===== src/rtl/jstk_pkg.sv =====
// jstk_pkg -- shared definitions for the PmodJSTK poll controller.
//   jstk_state_t : sequencer states (IDLE, REQ, WAIT_LO, WAIT_HI, SETTLE, LATCH)
//   DIR_*        : Snake direction codes (00 up, 01 right, 10 down, 11 left)
//   AXIS_CENTER  : joystick axis rest value
//   CMD_HDR      : upper six bits of the LED command byte sent on DIN
package jstk_pkg;

  typedef enum logic [2:0] {
    ST_IDLE,
    ST_REQ,
    ST_WAIT_LO,
    ST_WAIT_HI,
    ST_SETTLE,
    ST_LATCH
  } jstk_state_t;

  localparam logic [1:0] DIR_UP    = 2'b00;
  localparam logic [1:0] DIR_RIGHT = 2'b01;
  localparam logic [1:0] DIR_DOWN  = 2'b10;
  localparam logic [1:0] DIR_LEFT  = 2'b11;

  localparam logic [9:0] AXIS_CENTER = 10'd512;
  localparam logic [5:0] CMD_HDR     = 6'b100000;

endpackage


===== src/rtl/jstk_dir_decode.sv =====
// jstk_dir_decode -- combinational joystick-to-direction decision.
// Applies a dead zone per axis, picks the dominant deflected axis (ties go to
// X), and rejects a 180-degree reversal of the current direction.
// Ports:
//   x, y     in  10  axis samples (0..1023, 512 = centre)
//   cur_dir  in  2   direction currently held
//   new_dir  out 2   direction to load (equals cur_dir when nothing changes)
//   chg      out 1   new_dir differs from cur_dir
module jstk_dir_decode
  import jstk_pkg::*;
#(
  parameter int DEAD_LO = 300,
  parameter int DEAD_HI = 724
) (
  input  logic [9:0] x,
  input  logic [9:0] y,
  input  logic [1:0] cur_dir,
  output logic [1:0] new_dir,
  output logic       chg
);

  localparam logic [9:0] LO = 10'(DEAD_LO);
  localparam logic [9:0] HI = 10'(DEAD_HI);

  // Distance from centre; the extreme x=0 gives 512, which still fits 10 bits.
  function automatic logic [9:0] axis_mag(input logic [9:0] v);
    logic signed [10:0] d;
    d = $signed({1'b0, v}) - $signed({1'b0, AXIS_CENTER});
    return (d < 0) ? 10'(-d) : 10'(d);
  endfunction

  logic [9:0] dx;
  logic [9:0] dy;
  logic       x_def;
  logic       y_def;
  logic       x_win;
  logic       has_cand;
  logic [1:0] cand;

  always_comb begin
    dx       = axis_mag(x);
    dy       = axis_mag(y);
    x_def    = (x < LO) || (x > HI);
    y_def    = (y < LO) || (y > HI);
    x_win    = x_def && (!y_def || (dx >= dy));
    has_cand = x_def || y_def;
    if (x_win) cand = (x > HI) ? DIR_RIGHT : DIR_LEFT;
    else       cand = (y > HI) ? DIR_UP : DIR_DOWN;
    // A reversal is the current direction with its top bit flipped.
    chg      = has_cand && (cand != (cur_dir ^ 2'b10)) && (cand != cur_dir);
    new_dir  = chg ? cand : cur_dir;
  end

endmodule


===== src/rtl/jstk_poll_ctrl.sv =====
// jstk_poll_ctrl -- periodic poll sequencer for the PmodJSTK SPI wrapper.
// Raises sndRec every POLL_CYCLES, follows the SS low/high handshake, then
// latches DOUT into x/y/buttons and updates the Snake direction.
// Optional watchdog: define JSTK_WDOG_EN to bound the SS wait with
// TIMEOUT_CYCLES and report a sticky err; otherwise err is tied low.
// Ports:
//   CLK, RST    clock, synchronous active-high reset
//   en          polling enable
//   led[1:0]    {LD2, LD1} request, sent in the DIN command byte
//   SS          slave select from PmodJSTK (monitored only)
//   DOUT[39:0]  PmodJSTK read data
//   sndRec      transaction request to PmodJSTK
//   DIN[7:0]    command byte, stable for a whole transaction
//   x_pos, y_pos, btn  latched sample; sample_vld pulses when loaded
//   dir, dir_chg       Snake direction and its change pulse
//   busy        sequencer not idle
//   err         sticky watchdog timeout
module jstk_poll_ctrl
  import jstk_pkg::*;
#(
  parameter int POLL_CYCLES    = 1_000_000,
  parameter int REQ_HOLD       = 3000,
  parameter int SETTLE         = 3000,
  parameter int DEAD_LO        = 300,
  parameter int DEAD_HI        = 724,
  parameter int TIMEOUT_CYCLES = 200_000
) (
  input  logic        CLK,
  input  logic        RST,
  input  logic        en,
  input  logic [1:0]  led,
  input  logic        SS,
  input  logic [39:0] DOUT,
  output logic        sndRec,
  output logic [7:0]  DIN,
  output logic [9:0]  x_pos,
  output logic [9:0]  y_pos,
  output logic [2:0]  btn,
  output logic        sample_vld,
  output logic [1:0]  dir,
  output logic        dir_chg,
  output logic        busy,
  output logic        err
);

  localparam logic [31:0] POLL_LAST   = 32'(POLL_CYCLES - 1);
  localparam logic [31:0] REQ_LAST    = 32'(REQ_HOLD - 1);
  localparam logic [31:0] SETTLE_LAST = 32'(SETTLE - 1);

  jstk_state_t state;
  logic        ss_m;
  logic        ss_s;
  logic [31:0] poll_cnt;
  logic        poll_due;
  logic [31:0] cyc_cnt;
  logic        seen_low;
  logic        wdog_hit;

  // DOUT field unpacking: low byte first, then the two high bits of each axis.
  logic [9:0] dec_x;
  logic [9:0] dec_y;
  logic [2:0] dec_btn;
  logic [1:0] nxt_dir;
  logic       nxt_chg;
  logic       unused_dout;

  assign dec_x       = {DOUT[25:24], DOUT[39:32]};
  assign dec_y       = {DOUT[9:8], DOUT[23:16]};
  assign dec_btn     = DOUT[2:0];
  assign unused_dout = ^{DOUT[31:26], DOUT[15:10], DOUT[7:3]};

  jstk_dir_decode #(
    .DEAD_LO (DEAD_LO),
    .DEAD_HI (DEAD_HI)
  ) u_dir (
    .x       (dec_x),
    .y       (dec_y),
    .cur_dir (dir),
    .new_dir (nxt_dir),
    .chg     (nxt_chg)
  );

  always_ff @(posedge CLK) begin
    if (RST) begin
      ss_m       <= 1'b1;
      ss_s       <= 1'b1;
      poll_cnt   <= '0;
      poll_due   <= 1'b0;
      state      <= ST_IDLE;
      cyc_cnt    <= '0;
      seen_low   <= 1'b0;
      sndRec     <= 1'b0;
      DIN        <= {CMD_HDR, 2'b00};
      x_pos      <= AXIS_CENTER;
      y_pos      <= AXIS_CENTER;
      btn        <= '0;
      sample_vld <= 1'b0;
      dir        <= DIR_RIGHT;
      dir_chg    <= 1'b0;
      busy       <= 1'b0;
    end else begin
      ss_m       <= SS;
      ss_s       <= ss_m;
      sample_vld <= 1'b0;
      dir_chg    <= 1'b0;

      // Poll timer: a wrap while busy just leaves poll_due set, so at most
      // one poll is pending. The wrap assignment below wins over the clear.
      if (state == ST_IDLE && poll_due) poll_due <= 1'b0;
      if (!en) begin
        poll_cnt <= '0;
        poll_due <= 1'b0;
      end else if (poll_cnt == POLL_LAST) begin
        poll_cnt <= '0;
        poll_due <= 1'b1;
      end else begin
        poll_cnt <= poll_cnt + 32'd1;
      end

      case (state)
        ST_IDLE: begin
          DIN      <= {CMD_HDR, led};
          seen_low <= 1'b0;
          cyc_cnt  <= '0;
          if (poll_due) begin
            state  <= ST_REQ;
            sndRec <= 1'b1;
            busy   <= 1'b1;
          end
        end
        ST_REQ: begin
          // SS may already have dropped and risen again before sndRec is released.
          if (!ss_s) seen_low <= 1'b1;
          if (cyc_cnt == REQ_LAST) begin
            state   <= ST_WAIT_LO;
            sndRec  <= 1'b0;
            cyc_cnt <= '0;
          end else begin
            cyc_cnt <= cyc_cnt + 32'd1;
          end
        end
        ST_WAIT_LO: begin
          if (seen_low || !ss_s) state <= ST_WAIT_HI;
        end
        ST_WAIT_HI: begin
          if (ss_s) begin
            state   <= ST_SETTLE;
            cyc_cnt <= '0;
          end
        end
        ST_SETTLE: begin
          if (cyc_cnt == SETTLE_LAST) state <= ST_LATCH;
          else                        cyc_cnt <= cyc_cnt + 32'd1;
        end
        ST_LATCH: begin
          x_pos      <= dec_x;
          y_pos      <= dec_y;
          btn        <= dec_btn;
          sample_vld <= 1'b1;
          dir        <= nxt_dir;
          dir_chg    <= nxt_chg;
          state      <= ST_IDLE;
          busy       <= 1'b0;
        end
        default: begin
          state  <= ST_IDLE;
          sndRec <= 1'b0;
          busy   <= 1'b0;
        end
      endcase

      // Watchdog abort: straight back to IDLE, skipping LATCH.
      if (wdog_hit) begin
        state <= ST_IDLE;
        busy  <= 1'b0;
      end
    end
  end

`ifdef JSTK_WDOG_EN
  localparam logic [31:0] WDOG_LAST = 32'(TIMEOUT_CYCLES - 1);

  logic [31:0] wdog_cnt;
  logic        in_wait;

  // One budget shared across WAIT_LO, WAIT_HI and SETTLE.
  assign in_wait  = (state == ST_WAIT_LO) || (state == ST_WAIT_HI) ||
                    (state == ST_SETTLE);
  assign wdog_hit = in_wait && (wdog_cnt == WDOG_LAST);

  always_ff @(posedge CLK) begin
    if (RST) begin
      wdog_cnt <= '0;
      err      <= 1'b0;
    end else begin
      if (in_wait && !wdog_hit) wdog_cnt <= wdog_cnt + 32'd1;
      else                      wdog_cnt <= '0;
      if (wdog_hit) err <= 1'b1;
    end
  end
`else
  logic unused_wdog;
  assign unused_wdog = (TIMEOUT_CYCLES == 0);
  assign wdog_hit    = 1'b0;
  assign err         = 1'b0;
`endif

endmodule

===== config.mk =====
export PLATFORM = sky130hd
export DESIGN_NAME = jstk_poll_ctrl
export DESIGN_NICKNAME = d
export VERILOG_FILES = /design/src/rtl/jstk_pkg.sv /design/src/rtl/jstk_dir_decode.sv /design/src/rtl/jstk_poll_ctrl.sv
export SDC_FILE = /design/constraint.sdc
export NUM_CORES = 1
export LEC_CHECK = 0
export BUFFER_PORTS_ARGS = -buffer_cell sky130_fd_sc_hd__buf_2
export CAP_MARGIN = 30
export CORE_MARGIN = 3
export CORE_UTILIZATION = 55
export CTS_CLUSTER_DIAMETER = 100
export CTS_CLUSTER_SIZE = 25
export DETAILED_ROUTE_END_ITERATION = 8
export PLACE_DENSITY = 0.78
export SYNTH_ARGS = -nofsm -noshare
export SYNTH_HDL_FRONTEND = slang
export SYNTH_HIERARCHICAL = 1
export SYNTH_SLANG_ARGS = --single-unit

===== constraint.sdc =====
create_clock -name CLK -period 3.7 [get_ports CLK]
set_clock_uncertainty 0.2 [all_clocks]
set_input_delay 0.74 -clock CLK [delete_from_list [all_inputs] [get_ports CLK]]
set_output_delay 0.74 -clock CLK [all_outputs]
set_load 0.005 [all_outputs]

==> results.ini <==
[routing]
vias_per_cell = 5.78
drc = 0
drt_first_pass_iters = 5
drtIter0Drc = 363
wl_per_cell_um = 14.5
wl_mm = 12.7
via_count = 5092
antenna_left = 0

[cells_and_area]
drive_gt1_share_pct = 13.6
insertedDiodeCount = 0
num-nets-final = 808
instances_no_fill = 881
final_area_um2 = 6030
synthToLayoutAreaGrowth_pct = 10.3

[pwr]
switching_share_pct = 23.6
p_clk_share_pct = 34.8
p_int_mw = 1.51
p_leak_nw = 2.17
p_sw_mw = 0.465
seqPwrFrac_pct = 56.0
peakVddDrop_uv = 202
power.density_nw_per_um2 = 327
p_comb_share_pct = 9.2
power_mw = 1.97

[clocking]
clk_pin_slew_ns = 0.10
cts_setup_buffers = 0
clk_latency_ns = 0.36
post_cts_resized = 0
ctsHoldBuffers = 0
clockRootBuffer = clkbuf_8
h-tree-depth = 3
clkSinkCount = 102
clk_path_buf_depth = 2
numCtsBuffers = 9
tritoncts = done

[floorplanning]
fp-row-count = 35
dieArea_um2 = 11200
die_h_um = 106
start_util_pct = 57.8
die_x_um = 106
io_pins = 84
core_um2 = 9460

[synthesis]
synthTopCellsByArea = dfxtp_1 (37%), nand2_1 (6.8%), nor2_1 (6.2%)
synthTopCellsByCount = dfxtp_1 (102), nand2_1 (99), nor2_1 (90)
synth.cell_area_um2 = 5470
synth_top_area_cell = dfxtp_1
netlist_instances = 699
synth.avg_cell_area_um2 = 7.83
yosysMostFrequentCell = dfxtp_1
yosysUniqueCellTypes = 69
yosys_warnings = 6
synth_top_area_share_pct = 37.3
seq_area_frac_synth_pct = 37.3
synth-edff-count = 0
async_reset_ff_share_pct = 0
synth_flop_cell = dfxtp_1
synth.ff_latch_count = 102

[critical_path]
crit_path_max_incr_delay_ns = 0.44
worstPathRequired_ns = 3.73
worstSetupPathType = in2reg
critPathMaxFanout = 3
cp.arrival_ns = 3.45
crit_chain = buf_2 -> nor4_1 -> nor2b_1 -> a21oi_1 -> xnor2_1 -> ha_1 -> a21oi_1 -> o21ai_0 -> or3_4 -> or3_1 -> a32o_1 -> nand2_1 -> a21oi_1
cp_slowest_cell = or3_4
critPathLaunchType = input port
timing.critical_path.mode_cell = a21oi_1
worst_setup_path_end_kind = register

[global_routing]
grt.total_usage_pct = 22.8
grt_pass1_vias = 4772
antenna_found_initial = 0
grt_first_pass_wirelength_mm = 21.6
grt-ovfl-total = 0
grt_max_degree = 34

[placement]
gp_congestion = 0.897
dp_hpwl_mm = 9.19
placement.cell_area_um2 = 5850
placed_cells = 866
portBuffers = 59

[job]
maxCapViolCount = 0

[timing]
max_freq_ghz = 0.293
post-route-period-util_pct = 92.3
timing.hold.ws_ns = 0.221
grt_setup_unrepaired = no
finalSetupViolCount = 0
slew_viol_final = 0
worst_slew_pin_slew_ns = 0.837
max_slew_margin_pct = 44.2
post-route-min-period_ns = 3.41
hold_viol_final = 0

[status]
status = finished, final reports clean

[worst_hold_path]
hp-class = reg2reg

==> worst max-delay path, delay by kind of cell <==
| family | cells | cell delay, ns |
|---|---|---|
| xor+xnor | 1 | 0.17 |
| fa+ha+maj | 1 | 0.27 |
| buf+inv | 1 | 0.10 |
| compound gates | 5 | 0.74 |
| simple gates | 5 | 1.43 |
==> stage by stage <==
stage	util, %	TNS (ns)	setup WS, ns
6_report	63.8	0	0.286
5_1_grt	63.8	0	0.0487
4_1_cts	63.8	0	0.313
3_5_place_dp	61.8	-0.0517	-0.0517
3_3_place_gp	61.7	0	0.0103
2_1_floorplan	-	0	0.253
==> area by class of cell <==
cell class / instances / area, um2
clock buffer: 11 / 141
clock inverter: 4 / 47.5
fill: 860 / 3420
inverter: 16 / 60.1
multi-input combinational: 547 / 3190
sequential: 102 / 2040
tap: 129 / 161
timing repair buffer: 72 / 393
==> worst paths after layout <==
path	start	to	slack, ns	depth (start not counted)
max	DOUT[19]	dir[1]$_SDFFE_PP0P_	0.29	13
min reg2reg	ss_m$_SDFF_PP1_	ss_s$_SDFF_PP1_	0.22	1
min	ss_m$_SDFF_PP1_	ss_s$_SDFF_PP1_	0.22	1
max reg2reg	cyc_cnt[0]$_SDFFE_PP0P_	cyc_cnt[18]$_SDFFE_PP0P_	0.71	7
==> state kept, by name, indices dropped and copies added (netlist names) <==
name        cells
cyc_cnt        32
poll_cnt       32
x_pos          10
y_pos          10
btn             3
state           3
DIN             2
dir             2
busy            1
dir_chg         1
poll_due        1
sample_vld      1
seen_low        1
sndRec          1
ss_m            1
ss_s            1
==> cell families after synthesis <==
family / after synthesis / synth area share (%)
multiplexers: 2 / 0.389
other: 2 / 0.137
XOR/XNOR: 49 / 7.85
AND/OR/NAND/NOR: 343 / 31.4
flip-flops: 102 / 37.3
adder cells (fa/ha/maj): 14 / 3.20
buffers and inverters: 55 / 4.71
AO/OA/AOI/OAI: 132 / 15.0
==> metal layers <==
layer	track usage, %	share of wire, %
met1	29.8	45
met2	38.8	48
met3	2.94	5.5
met4	7.68	1.2
met5	0	0
==> cells in the final DEF, fill, tap and decap left out, types with 15 or more instances in the layout <==
cell	count
a21oi_1	63
nand4_1	17
o21ai_0	15
nand2_1	99
inv_1	16
nand3_1	28
nor2_1	90
buf_2	59
xnor2_1	28
dfxtp_1	102
nor3_1	19
xor2_1	21
==> power by group through the flow <==
stage               Sequential (mW)  Clock [mW]  Combinational [mW]
floorplan                      1.13           0               0.118
finish                         1.10       0.687               0.182
global route                   1.11       0.754               0.203
CTS                            1.10       0.706               0.180
detailed placement             1.13           0               0.179
global placement               1.13           0               0.172
Power figures use the tool's default switching activity.
